$ cat src/rtl/uart_echo_sched_pkg.sv
// Shared types and defaults for the UART echo scheduler.
package uart_sched_pkg;
  localparam int DATA_WD_DEF = 8;
  localparam int CNT_WD_DEF  = 16;

  typedef enum logic [2:0] {
    IDLE  = 3'd0,
    READ  = 3'd1,
    LATCH = 3'd2,
    SEND  = 3'd3,
    WAIT  = 3'd4,
    GAP   = 3'd5
  } state_e;
endpackage

$ cat src/rtl/uart_echo_sched_if.sv
// Receiver / FIFO / transmitter signals seen by the echo scheduler.
interface uart_echo_sched_if #(parameter int DATA_WD = uart_sched_pkg::DATA_WD_DEF);
  logic [DATA_WD-1:0] rx_frame;
  logic               rx_done;
  logic               frame_error;
  logic               fifo_full;
  logic               fifo_empty;
  logic [DATA_WD-1:0] fifo_dout;
  logic               fifo_wr_en;
  logic [DATA_WD-1:0] fifo_din;
  logic               fifo_rd_en;
  logic               tx_frame_en;
  logic [DATA_WD-1:0] tx_data;
  logic               tx_done;

  // master: surrounding receiver, FIFO and transmitter
  modport master (
    output rx_frame, rx_done, frame_error, fifo_full, fifo_empty, fifo_dout, tx_done,
    input  fifo_wr_en, fifo_din, fifo_rd_en, tx_frame_en, tx_data
  );

  // slave: the scheduler itself
  modport slave (
    input  rx_frame, rx_done, frame_error, fifo_full, fifo_empty, fifo_dout, tx_done,
    output fifo_wr_en, fifo_din, fifo_rd_en, tx_frame_en, tx_data
  );
endinterface

$ cat src/rtl/uart_echo_sched_sat_counter.sv
// Status counter that sticks at all-ones; clear wins over increment.
module sat_counter #(
  parameter int W = 16
) (
  input  logic         clk,
  input  logic         rst,
  input  logic         inc_i,
  input  logic         clr_i,
  output logic [W-1:0] cnt_o
);
  logic [W-1:0] cnt_q;

  always_ff @(posedge clk or posedge rst) begin
    if (rst)                        cnt_q <= '0;
    else if (clr_i)                 cnt_q <= '0;
    else if (inc_i && cnt_q != '1)  cnt_q <= cnt_q + 1'b1;
  end

  assign cnt_o = cnt_q;
endmodule

$ cat src/rtl/uart_echo_sched.sv
// Sequences UART rx -> FIFO -> UART tx echo: filtered write path plus a
// one-frame-at-a-time drain FSM with optional gap and tx_done watchdog.
module uart_echo_sched
  import uart_sched_pkg::*;
#(
  parameter int DATA_WD        = DATA_WD_DEF,
  parameter int CNT_WD         = CNT_WD_DEF,
  parameter int GAP_CYCLES     = 0,
  parameter int TIMEOUT_CYCLES = 200000
) (
  input  logic              clk,
  input  logic              rst,
  input  logic              en,
  input  logic              clr_cnt,
  uart_echo_sched_if.slave  bus,
  output logic              busy,
  output logic              timeout_err,
  output logic [CNT_WD-1:0] rx_cnt,
  output logic [CNT_WD-1:0] tx_cnt,
  output logic [CNT_WD-1:0] err_cnt,
  output logic [CNT_WD-1:0] ovf_cnt
);
  localparam int WD_W     = (TIMEOUT_CYCLES > 1) ? $clog2(TIMEOUT_CYCLES) : 1;
  localparam int GAP_W    = (GAP_CYCLES > 1) ? $clog2(GAP_CYCLES) : 1;
  localparam int GAP_LAST = (GAP_CYCLES > 0) ? GAP_CYCLES - 1 : 0;
  localparam int NCNT     = 4;

  state_e             state_q;
  logic               rd_en_q, txen_q, tmo_q;
  logic [DATA_WD-1:0] tx_data_q;
  logic [WD_W-1:0]    wdog_q;
  logic [GAP_W-1:0]   gap_q;

  // write path is purely combinational so the strobe lands with rx_done
  logic rx_ok, err_inc, ovf_inc, tx_inc;
  assign rx_ok          = bus.rx_done & en;
  assign bus.fifo_din   = bus.rx_frame;
  assign bus.fifo_wr_en = rx_ok & ~bus.frame_error & ~bus.fifo_full;
  assign err_inc        = rx_ok & bus.frame_error;
  assign ovf_inc        = rx_ok & ~bus.frame_error & bus.fifo_full;
  assign tx_inc         = (state_q == WAIT) & bus.tx_done;

  always_ff @(posedge clk or posedge rst) begin
    if (rst) begin
      state_q   <= IDLE;
      rd_en_q   <= 1'b0;
      txen_q    <= 1'b0;
      tmo_q     <= 1'b0;
      tx_data_q <= '0;
      wdog_q    <= '0;
      gap_q     <= '0;
    end else begin
      rd_en_q <= 1'b0;
      txen_q  <= 1'b0;
      if (clr_cnt) tmo_q <= 1'b0;
      case (state_q)
        IDLE: if (en && !bus.fifo_empty) begin
          state_q <= READ;
          rd_en_q <= 1'b1;
        end
        READ: state_q <= LATCH;
        LATCH: begin
          tx_data_q <= bus.fifo_dout;
          txen_q    <= 1'b1;
          state_q   <= SEND;
        end
        SEND: begin
          wdog_q  <= '0;
          state_q <= WAIT;
        end
        WAIT: begin
          if (bus.tx_done) begin
            gap_q   <= '0;
            state_q <= (GAP_CYCLES == 0) ? IDLE : GAP;
          end else if (wdog_q == WD_W'(TIMEOUT_CYCLES - 1)) begin
            if (!clr_cnt) tmo_q <= 1'b1;
            state_q <= IDLE;
          end else begin
            wdog_q <= wdog_q + 1'b1;
          end
        end
        GAP: begin
          if (gap_q == GAP_W'(GAP_LAST)) state_q <= IDLE;
          else                           gap_q   <= gap_q + 1'b1;
        end
        default: state_q <= IDLE;
      endcase
    end
  end

  assign bus.fifo_rd_en  = rd_en_q;
  assign bus.tx_frame_en = txen_q;
  assign bus.tx_data     = tx_data_q;
  assign busy            = (state_q != IDLE);
  assign timeout_err     = tmo_q;

  logic [NCNT-1:0]             inc;
  logic [NCNT-1:0][CNT_WD-1:0] cnt;
  assign inc = {ovf_inc, err_inc, tx_inc, bus.fifo_wr_en};

  for (genvar i = 0; i < NCNT; i++) begin : g_cnt
    sat_counter #(.W(CNT_WD)) u_cnt (
      .clk   (clk),
      .rst   (rst),
      .inc_i (inc[i]),
      .clr_i (clr_cnt),
      .cnt_o (cnt[i])
    );
  end

  assign rx_cnt  = cnt[0];
  assign tx_cnt  = cnt[1];
  assign err_cnt = cnt[2];
  assign ovf_cnt = cnt[3];
endmodule

$ cat src/flat_wrapper.sv
// flat-port wrapper written by rule: the top's interface ports become plain ports
module uart_echo_sched_flat import uart_sched_pkg::*;
#(
  parameter int DATA_WD        = DATA_WD_DEF,
  parameter int CNT_WD         = CNT_WD_DEF,
  parameter int GAP_CYCLES     = 0,
  parameter int TIMEOUT_CYCLES = 200000
)
  (clk, rst, en, clr_cnt, busy, timeout_err, rx_cnt, tx_cnt, err_cnt, ovf_cnt, bus_rx_frame, bus_rx_done, bus_frame_error, bus_fifo_full, bus_fifo_empty, bus_fifo_dout, bus_tx_done, bus_fifo_wr_en, bus_fifo_din, bus_fifo_rd_en, bus_tx_frame_en, bus_tx_data);
  uart_echo_sched_if #(.DATA_WD(DATA_WD)) bus_i ();
  input  logic clk;
  input  logic rst;
  input  logic en;
  input  logic clr_cnt;
  output logic busy;
  output logic timeout_err;
  output logic [CNT_WD-1:0] rx_cnt;
  output logic [CNT_WD-1:0] tx_cnt;
  output logic [CNT_WD-1:0] err_cnt;
  output logic [CNT_WD-1:0] ovf_cnt;
  input wire logic [$bits(bus_i.rx_frame)-1:0] bus_rx_frame;
  input wire logic [$bits(bus_i.rx_done)-1:0] bus_rx_done;
  input wire logic [$bits(bus_i.frame_error)-1:0] bus_frame_error;
  input wire logic [$bits(bus_i.fifo_full)-1:0] bus_fifo_full;
  input wire logic [$bits(bus_i.fifo_empty)-1:0] bus_fifo_empty;
  input wire logic [$bits(bus_i.fifo_dout)-1:0] bus_fifo_dout;
  input wire logic [$bits(bus_i.tx_done)-1:0] bus_tx_done;
  output wire logic [$bits(bus_i.fifo_wr_en)-1:0] bus_fifo_wr_en;
  output wire logic [$bits(bus_i.fifo_din)-1:0] bus_fifo_din;
  output wire logic [$bits(bus_i.fifo_rd_en)-1:0] bus_fifo_rd_en;
  output wire logic [$bits(bus_i.tx_frame_en)-1:0] bus_tx_frame_en;
  output wire logic [$bits(bus_i.tx_data)-1:0] bus_tx_data;
  assign bus_i.rx_frame = bus_rx_frame;
  assign bus_i.rx_done = bus_rx_done;
  assign bus_i.frame_error = bus_frame_error;
  assign bus_i.fifo_full = bus_fifo_full;
  assign bus_i.fifo_empty = bus_fifo_empty;
  assign bus_i.fifo_dout = bus_fifo_dout;
  assign bus_i.tx_done = bus_tx_done;
  assign bus_fifo_wr_en = bus_i.fifo_wr_en;
  assign bus_fifo_din = bus_i.fifo_din;
  assign bus_fifo_rd_en = bus_i.fifo_rd_en;
  assign bus_tx_frame_en = bus_i.tx_frame_en;
  assign bus_tx_data = bus_i.tx_data;
  uart_echo_sched #(.DATA_WD(DATA_WD), .CNT_WD(CNT_WD), .GAP_CYCLES(GAP_CYCLES), .TIMEOUT_CYCLES(TIMEOUT_CYCLES)) u_core (.clk(clk), .rst(rst), .en(en), .clr_cnt(clr_cnt), .bus(bus_i), .busy(busy), .timeout_err(timeout_err), .rx_cnt(rx_cnt), .tx_cnt(tx_cnt), .err_cnt(err_cnt), .ovf_cnt(ovf_cnt));
endmodule
$ cat config.mk
export PLATFORM = sky130hd
export DESIGN_NAME = uart_echo_sched_flat
export DESIGN_NICKNAME = d
export VERILOG_FILES = /design/src/rtl/uart_echo_sched_pkg.sv /design/src/rtl/uart_echo_sched_if.sv /design/src/rtl/uart_echo_sched_sat_counter.sv /design/src/rtl/uart_echo_sched.sv /design/src/flat_wrapper.sv
export SDC_FILE = /design/constraint.sdc
export NUM_CORES = 1
export LEC_CHECK = 0
export BUFFER_PORTS_ARGS = -buffer_cell sky130_fd_sc_hd__buf_4
export CORE_AREA = 2 2 104 106
export CTS_CLUSTER_SIZE = 20
export DETAILED_ROUTE_END_ITERATION = 16
export DIE_AREA = 0 0 106 108
export GPL_TIMING_DRIVEN = 0
export PLACE_DENSITY = 0.73
export SETUP_SLACK_MARGIN = 0.5
export SLEW_MARGIN = 15
export SYNTH_ARGS = -nofsm -noshare
export SYNTH_HDL_FRONTEND = slang
export SYNTH_SLANG_ARGS = --single-unit
$ cat constraint.sdc
create_clock -name clk -period 3.7 [get_ports clk]
set_clock_uncertainty 0.1 [all_clocks]
set_input_delay 0.555 -clock clk [delete_from_list [all_inputs] [get_ports clk]]
set_output_delay 0.555 -clock clk [all_outputs]
set_load 0.005 [all_outputs]
==> qor.yml, run 1 <==
status:
  status: "finished clean"
job:
  maxCapViolations: 0
sta:
  fin_ws_ns: 0.9185
  final-hold-violation-count: 0
  clock.fmax_ghz: 0.3595
  slew_viol_final: 0
  setup_viol: 0
  maxSlewHeadroom: 0.1982
  final.setup.tns_ns: 0
  period_share: 0.7518
  final.min_clock_period_ns: 2.782
  timing_worst_slew_pin_value_ns: 1.186
  grt_setup_unrepaired: "false"
worst_setup_path:
  startpoint_type: "flip-flop"
  worstPathArrival_ns: 2.92
  worstPathMaxFanout: 8
  cp-end-kind: "flip-flop"
  timing.rr.start: "u_core.state_q[0]$_DFFE_PP0P_"
  required_ns: 3.83
  r2r_setup_slack_ns: 0.92
  crit_start: "u_core.state_q[0]$_DFFE_PP0P_"
  critPathKind: "reg -> reg"
floorplan:
  die_y_um: 108
  die_w_um: 106
  rows: 37
  ioPinCount: 110
  design.die.area_um2: 11450
  core_um2: 10230
  start_util: 0.4911
detailed_routing:
  drt_iter0_markers: 192
  dr_total_vias: 4289
  routed_via_density: 5.629
  drtPass1Iterations: 4
  ant_nets: 0
  routedWlPerCell_um: 15.21
  drt_wl_total_mm: 11.59
  drc_errors: 0
cells_and_area:
  nets: 651
  nFillCells: 890
  synthToLayoutAreaGrowth_pct: 22.71
  drive_gt1_frac: 0.2364
  n_antenna_cell: 0
clock_network:
  ctsHoldBuffers: 0
  tritoncts: "yes"
  cts_root_buf: "clkbuf_8"
  htreeDepth: 3
  cts_max_path_buffers: 2
  clock_latency_ns: 0.37
  cts_sinks: 96
  postCtsSetupBuffers: 0
  cts.clk_slew.worst_paths_ns: 0.09
  numCtsBuffers: 9
  cts_resized: 0
logic_synthesis:
  ys_top_cells_by_area: "dfrtp_1 (48%), xor2_1 (5.8%), nor2_1 (5.3%), nand4_1 (3.6%), xnor2_1 (3.0%)"
  synth_top_area_cell: "dfrtp_1"
  yosysMostFrequentCell: "dfrtp_1"
  ys_warn_count: 0
  syn-num-nets: 538
  syn_area_um2: 5025
  synth_edf_count: 0
  synthArstFlopShare: 1.000
  avgSynthCellArea_um2: 9.891
  ys.flop_type: "dfrtp_1"
  ys_top_cells_by_count: "dfrtp_1 (96), nor2_1 (71), xor2_1 (33)"
  synthCells: 508
  synth-seq-cells: 96
  synth_cell_types: 53
  yosysSeqAreaShare: 0.4781
  synth.top_cell.area_share: 0.4781
grt:
  antenna_found_initial: 0
  grt.overflow.total: 0
  grt_pass1_vias: 3995
  grtUsageTotal: 0.2093
  grt_max_degree: 60
  grt_first_pass_wirelength_mm: 19.33
placement:
  dp_hpwl_mm: 8.340
  portBuffers: 101
  post-place-ws_ns: 0.9465
  gp_congestion: 0.8339
power:
  worst_ir_drop_vdd_v: 0.0003597
  p_leak_uw: 0.002846
  power_density_nw_per_um2: 370.8
min_path:
  hold_class: "in -> async"
## logic make-up (layout without fill, tap and decap cells)
group           Yosys count  count (layout)  synth area share
flops                    96              96            0.4781
compound gates           65              65           0.09587
mux                      18              18           0.03810
xor+xnor                 50              50           0.08715
buf+inv                  36             154           0.03561
simple gates            238             238            0.2527
fa+ha+maj                 5               5           0.01245
## layout by cell type, fill, tap and decap left out, drive strengths merged, types with 9 or more instances in the layout
cell,instances
a211o,9
mux2,9
o211ai,10
nand2,25
mux2i,9
and4,13
o21ai,10
nand4,29
a21oi,11
dfrtp,96
clkbuf,29
nor2,71
nor3,22
and3,16
nand3,22
xor2,33
xnor2,17
buf,114
## worst paths after layout
path	to	depth (start not counted)
min in group clk	u_core.bus.fifo_rd_en$_DFF_PP0_	2
min reg2reg	u_core.timeout_err$_DFF_PP0_	2
max reg2reg	u_core.g_cnt[1].u_cnt.cnt_o[14]$_DFFE_PP0P_	6
max in group asynchronous	u_core.wdog_q[13]$_DFFE_PP0P_	3
min	u_core.bus.tx_data[4]$_DFFE_PP0P_	2
max	u_core.g_cnt[1].u_cnt.cnt_o[14]$_DFFE_PP0P_	6
## flip-flops by register name (all words and copies together), names as in the netlist
register and cells:
u_core.wdog_q 18, u_core.bus.tx_data 8, u_core.bus.tx_frame_en 1, u_core.bus.fifo_rd_en 1, u_core.state_q 3, u_core.g_cnt.u_cnt.cnt_o 64, u_core.timeout_err 1
## power by group
group / leakage [uW] / total [uW] / switching (uW) / internal, uW
logic: 0.00143 / 446 / 220 / 227
clock network: 0.0000967 / 656 / 372 / 283
registers: 0.00132 / 1180 / 53.3 / 1130
total: 0.00285 / 2290 / 645 / 1640
## layer usage
layer / up-vias / wire [um] / global-route usage / part of all wire
li1: 2063 / - / - / -
met1: 2100 / 5300 / 0.2834 / 0.46
met2: 119 / 5567 / 0.3470 / 0.48
met3: 7 / 655 / 0.04882 / 0.057
met4: 0 / 68 / 0.04511 / 0.0059
met5: - / 0 / 0 / 0
## critical path, cell delays in order, from the launching register on
cell and delay [ns]:
dfrtp_1 0.38, clkbuf_1 0.18, nor4bb_1 1.02, nand3_1 0.20, a2111oi_0 0.53, xnor2_1 0.19, nor2_1 0.05
## final cells by class
type / instances / area (um2) / area share
clock buffers: 12 / 155.1 / 0.02516
clock inverters: 4 / 27.53 / 0.004464
plain buffers: 29 / 152.6 / 0.02476
repair buffers: 102 / 785.8 / 0.1274
inverters: 7 / 28.78 / 0.004667
well taps: 136 / 170.2 / 0.02760
multi-input cells: 376 / 2444 / 0.3963
flip-flops and latches: 96 / 2402 / 0.3896
## stage by stage
stage	hold slack [ns]	cells	cell area, um2	util	total power, uW
after floorplan	0.3639	508	5025	-	1459
after global placement	0.3951	745	5953	0.5819	1636
after global routing	0.1390	762	6166	0.6027	2413
final	0.1183	762	6166	0.6027	2286
after CTS	0.1256	762	6166	0.6027	2314
after detailed placement	0.3973	746	5983	0.5848	1659
No activity file was read; power rests on OpenSTA's default activity.
==> run 2, diff against run 1 <==
--- a/config.mk
+++ b/config.mk
@@ -6,12 +6,12 @@
 export NUM_CORES = 1
 export LEC_CHECK = 0
 export BUFFER_PORTS_ARGS = -buffer_cell sky130_fd_sc_hd__buf_4
-export CORE_AREA = 2 2 104 106
+export CORE_AREA = 2 2 105 107
 export CTS_CLUSTER_SIZE = 20
 export DETAILED_ROUTE_END_ITERATION = 16
-export DIE_AREA = 0 0 106 108
+export DIE_AREA = 0 0 107 109
 export GPL_TIMING_DRIVEN = 0
-export PLACE_DENSITY = 0.73
+export PLACE_DENSITY = 0.74
 export SETUP_SLACK_MARGIN = 0.5
 export SLEW_MARGIN = 15
 export SYNTH_ARGS = -nofsm -noshare
==> constraint.sdc (replaced) <==
create_clock -name clk -period 2.25 [get_ports clk]
set_clock_uncertainty 0.1 [all_clocks]
set_input_delay 0.3375 -clock clk [delete_from_list [all_inputs] [get_ports clk]]
set_output_delay 0.3375 -clock clk [all_outputs]
set_load 0.005 [all_outputs]
==> qor.yml, run 2 (synthesis gave the netlist of run 1 again) <==
status:
  status: "finished with violations"
  violations: "setup timing"
grt:
  grt_pass1_vias: 4264
  grt_first_pass_wirelength_mm: 20.34
  grtUsageTotal: 0.2174
  grt_max_degree: 35
  antenna_found_initial: 0
  grt.overflow.total: 0
floorplan:
  core_um2: 10600
  ioPinCount: 110
  die_y_um: 109
  start_util: 0.4739
  rows: 38
  die_w_um: 107
  design.die.area_um2: 11660
detailed_routing:
  dr_total_vias: 4689
  drtPass1Iterations: 4
  routed_via_density: 5.656
  drt_iter0_markers: 260
  drt_wl_total_mm: 13.64
  drc_errors: 0
  ant_nets: 0
  routedWlPerCell_um: 16.46
cells_and_area:
  nFillCells: 794
  synthToLayoutAreaGrowth_pct: 44.75
  largest_reg_flops: 64
  final_common_cell: "buf_4"
  stdcell_count: 829
  n_antenna_cell: 0
  mostFrequentLayoutCells: "buf_4 (158), dfrtp_1 (84), nor2_1 (66), xor2_1 (33), nand4_1 (29)"
  nets: 714
  drive_gt1_frac: 0.4209
sta:
  setup_viol: 19
  grt_setup_unrepaired: "true"
  maxSlewHeadroom: 0.4605
  final-hold-violation-count: 0
  clock.fmax_ghz: 0.3902
  timing_worst_slew_pin_value_ns: 0.8030
  period_share: 1.139
  final.min_clock_period_ns: 2.563
  fin_ws_ns: -0.3130
  slew_viol_final: 0
worst_setup_path:
  worst_r2r_path_depth: 6
  critPathKind: "reg -> reg"
  startpoint_type: "flip-flop"
  timing.rr.start: "u_core.wdog_q[9]$_DFFE_PP0P_"
  required_ns: 2.40
  crit_start: "u_core.wdog_q[9]$_DFFE_PP0P_"
  worstPathMaxFanout: 8
  cp-end-kind: "flip-flop"
  worstPathArrival_ns: 2.71
  reg2reg_to: "u_core.wdog_q[11]$_DFFE_PP0P_"
  r2r_setup_slack_ns: -0.31
  crit_end: "u_core.wdog_q[11]$_DFFE_PP0P_"
job:
  maxCapViolations: 0
clock_network:
  cts_max_path_buffers: 2
  tritoncts: "yes"
  clock_latency_ns: 0.37
  numCtsBuffers: 9
  cts_root_buf: "clkbuf_8"
  cts.clk_slew.worst_paths_ns: 0.09
  htreeDepth: 3
  cts_sinks: 96
power:
  power_density_nw_per_um2: 602.1
  worst_ir_drop_vdd_v: 0.0004732
  p_leak_uw: 0.003298
placement:
  post-place-ws_ns: -0.3430
  portBuffers: 101
  dp.cells: 752
  dp_hpwl_mm: 8.506
  gp_congestion: 0.8556
min_path:
  hold_class: "in -> reg"
==> run 2: changes by cell type in the layout (fill, tap and decap cells not counted), moves of 7 or more <==
cell / change
buf_6: +12
nand3_1: -8
dfrtp_2: +12
buf_4: +48
clkbuf_1: -7
dfrtp_1: -12
==> run 2: timing repair <==
action | 4_1_cts | 5_1_grt
setup buffers | 21 | 37
pin swaps | 10 | 26
hold endpoints to repair | 12 | 0
gates resized for setup | 38 | 78
setup endpoints to repair | 76 | 80
hold buffers | 1 | 0
gates cloned | 2 | 0
==> run 2: where the power goes <==
group	leakage (uW)	internal, uW	switching, uW
clock network	0.000108	657	597
registers	0.00130	1860	96.8
logic	0.00189	672	496
==> run 2: metrics by stage <==
step                setup TNS, ns  utilization  hold slack, ns  area [um2]  total power [uW]
global route               -5.894       0.6860       0.0005675        7273              4593
floorplan                  -2.047            -          0.3078        5120              2467
finish                     -4.652       0.6860         0.02897        7273              4379
CTS                        -4.373       0.6332         0.01643        6714              4259
detailed placement         -4.586       0.5773          0.2533        6121              2806
global placement           -3.857       0.5709          0.3930        6053              2765
==> run 2: worst max-delay path, cell delays in order (launching register included) <==
cell and delay (ns):
dfrtp_1 0.42, or4b_1 0.53, or4b_4 0.53, o31a_1 0.30
buf_6 0.15, and3_1 0.16, a211o_1 0.25
==> run 2: final cells by class <==
class,count,area [um2],area share
Sequential cell,96,2417,0.3324
Clock inverter,3,65.06,0.008945
Tap cell,140,175.2,0.02408
Inverter,7,32.53,0.004473
Buffer,29,209.0,0.02873
Multi-Input combinational cell,376,2864,0.3938
Clock buffer,13,148.9,0.02047
Timing Repair Buffer,165,1361,0.1872
==> run 2: worst min path at each step <==
stage / from / end / slack [ns] / depth (start not counted)
after global placement: u_core.bus.tx_data[3]$_DFFE_PP0P_ / u_core.bus.tx_data[3]$_DFFE_PP0P_ / 0.39 / 1
after global routing: bus_fifo_empty / u_core.bus.fifo_rd_en$_DFF_PP0_ / 0.0006 / 2
after floorplan: bus_fifo_empty / u_core.bus.fifo_rd_en$_DFF_PP0_ / 0.31 / 1
after detailed placement: rst / u_core.bus.tx_data[1]$_DFFE_PP0P_ / 0.25 / 2
final: bus_fifo_empty / u_core.bus.fifo_rd_en$_DFF_PP0_ / 0.03 / 2
after CTS: bus_fifo_empty / u_core.bus.fifo_rd_en$_DFF_PP0_ / 0.02 / 2
==> run 2: metal layers <==
| layer | wire length (um) | vias to the layer above | track usage |
|---|---|---|---|
| met5 | 0 | - | 0 |
| met4 | 172 | 0 | 0.06494 |
| met3 | 777 | 20 | 0.04363 |
| li1 | - | 2205 | - |
| met1 | 5616 | 2318 | 0.2733 |
| met2 | 7077 | 146 | 0.3803 |
==> run 3, diff against run 2 <==
--- a/config.mk
+++ b/config.mk
@@ -6,12 +6,13 @@
 export NUM_CORES = 1
 export LEC_CHECK = 0
 export BUFFER_PORTS_ARGS = -buffer_cell sky130_fd_sc_hd__buf_4
-export CORE_AREA = 2 2 105 107
+export CORE_AREA = 2 2 104 106
 export CTS_CLUSTER_SIZE = 20
 export DETAILED_ROUTE_END_ITERATION = 16
-export DIE_AREA = 0 0 107 109
+export DIE_AREA = 0 0 106 108
 export GPL_TIMING_DRIVEN = 0
-export PLACE_DENSITY = 0.74
+export PLACE_DENSITY = 0.73
+export RECOVER_POWER = 25
 export SETUP_SLACK_MARGIN = 0.5
 export SLEW_MARGIN = 15
 export SYNTH_ARGS = -nofsm -noshare
==> constraint.sdc (replaced) <==
create_clock -name clk -period 2.8 [get_ports clk]
set_clock_uncertainty 0.1 [all_clocks]
set_input_delay 0.42 -clock clk [delete_from_list [all_inputs] [get_ports clk]]
set_output_delay 0.42 -clock clk [all_outputs]
set_load 0.005 [all_outputs]
==> qor.yml, run 3 (synthesis gave the netlist of run 1 again) <==
status:
  status: "finished clean"
worst_setup_path:
  timing.rr.start: "u_core.wdog_q[9]$_DFFE_PP0P_"
  r2r_setup_slack_ns: 0.24
  worstPathMaxFanout: 5
  reg2reg_to: "u_core.wdog_q[7]$_DFFE_PP0P_"
  critPathKind: "reg -> reg"
  cp-end-kind: "flip-flop"
  worstPathArrival_ns: 2.70
  startpoint_type: "flip-flop"
  required_ns: 2.94
  worst_r2r_path_depth: 6
cells_and_area:
  n_antenna_cell: 0
  synthToLayoutAreaGrowth_pct: 29.36
  drive_gt1_frac: 0.2954
  nets: 675
  final_area_um2: 6500
  largest_reg_flops: 64
  mostFrequentLayoutCells: "buf_4 (116), dfrtp_1 (94), nor2_1 (71), xor2_1 (33), nand4_1 (29)"
  final_common_cell: "buf_4"
  nFillCells: 836
clock_network:
  clock_latency_ns: 0.36
  cts_max_path_buffers: 2
  htreeDepth: 3
  tritoncts: "yes"
  cts_sinks: 96
  cts.clk_slew.worst_paths_ns: 0.10
  cts_root_buf: "clkbuf_8"
  numCtsBuffers: 9
placement:
  placed_area_um2: 6053
  post-place-ws_ns: 0.1872
  portBuffers: 101
  dp_hpwl_mm: 8.454
  gp_congestion: 0.8753
power:
  p_leak_uw: 0.002970
  power_density_nw_per_um2: 495.0
  finalPower_uw: 3217
  worst_ir_drop_vdd_v: 0.0003187
min_path:
  hold_class: "in -> reg"
  hold_path_depth: 2
  hp-start: "bus_fifo_empty"
  hold_path_end: "u_core.bus.fifo_rd_en$_DFF_PP0_"
sta:
  fin_ws_ns: 0.2421
  final.setup.tns_ns: 0
  final-hold-violation-count: 0
  grt_setup_unrepaired: "true"
  final.min_clock_period_ns: 2.558
  maxSlewHeadroom: 0.2343
  period_share: 0.9135
  timing_worst_slew_pin_value_ns: 1.149
  setup_viol: 0
  slew_viol_final: 0
  hold-worst-slack_ns: 0.1278
  clock.fmax_ghz: 0.3910
job:
  maxCapViolations: 0
grt:
  grtUsageTotal: 0.2136
  antenna_found_initial: 0
  grt_pass1_vias: 4101
  grt_max_degree: 37
  grt.overflow.total: 0
  grt_first_pass_wirelength_mm: 19.72
detailed_routing:
  drc_errors: 0
  dr_total_vias: 4512
  drt_wl_total_mm: 12.21
  routedWlPerCell_um: 15.54
  drt_iter0_markers: 230
  routed_via_density: 5.740
  drtPass1Iterations: 5
  ant_nets: 0
floorplan:
  start_util: 0.4911
  die_w_um: 106
  ioPinCount: 110
  core_um2: 10230
  die_y_um: 108
  design.die.area_um2: 11450
  rows: 37
## run 3: stage by stage
step,util,instances
finish,0.6353,786
global route,0.6353,786
CTS,0.6257,777
detailed placement,0.5917,748
global placement,0.5851,745
floorplan,-,508
## run 3: repair_timing
item                                   CTS  global route
buffers inserted                        10             8
hold buffers                             1             0
setup endpoints to repair               21            20
resized for setup                       20            14
pin swaps                                8            10
gates cloned                             2             1
endpoints found under the hold margin   13             0
## run 3: layout make-up
class,count,area [um2],share of cell area
inverters,7,30.03,0.004620
clock buffers,10,127.6,0.01963
multi-input cells,376,2540,0.3908
plain buffers,29,173.9,0.02676
clock inverters,6,51.30,0.007892
repair buffers,126,1002,0.1542
flip-flops and latches,96,2405,0.3700
well taps,136,170.2,0.02618
## run 3: how the worst max path moves through the flow
stage                                       from                                           to
detailed placement  u_core.wdog_q[6]$_DFFE_PP0P_                 u_core.wdog_q[4]$_DFFE_PP0P_
global route                                 rst  u_core.g_cnt[2].u_cnt.cnt_o[12]$_DFFE_PP0P_
CTS                 u_core.wdog_q[9]$_DFFE_PP0P_                 u_core.wdog_q[9]$_DFFE_PP0P_
floorplan           u_core.wdog_q[6]$_DFFE_PP0P_                 u_core.wdog_q[7]$_DFFE_PP0P_
finish              u_core.wdog_q[9]$_DFFE_PP0P_                 u_core.wdog_q[7]$_DFFE_PP0P_
global placement    u_core.wdog_q[6]$_DFFE_PP0P_                u_core.wdog_q[11]$_DFFE_PP0P_
## run 3: power breakdown
group          internal, uW  total (uW)  leakage (uW)  switching, uW
sequential             1500        1570       0.00131           76.8
clock                   338         853     0.0000931            514
combinational           431         792       0.00156            361
total                  2260        3220       0.00297            953
## run 3: metal layers
metal / track usage / vias to the layer above / share of wire
li1: - / 2119 / -
met1: 0.2868 / 2247 / 0.44
met2: 0.3627 / 118 / 0.50
met3: 0.02592 / 28 / 0.044
met4: 0.07143 / 0 / 0.022
met5: 0 / - / 0
## run 3: critical path, stage by stage, from the launching register on
cell and delay, ns:
dfrtp_1 0.40, or4b_1 0.53, or4b_4 0.52, o31a_1 0.32, buf_6 0.16, and3_1 0.16
a211o_1 0.26
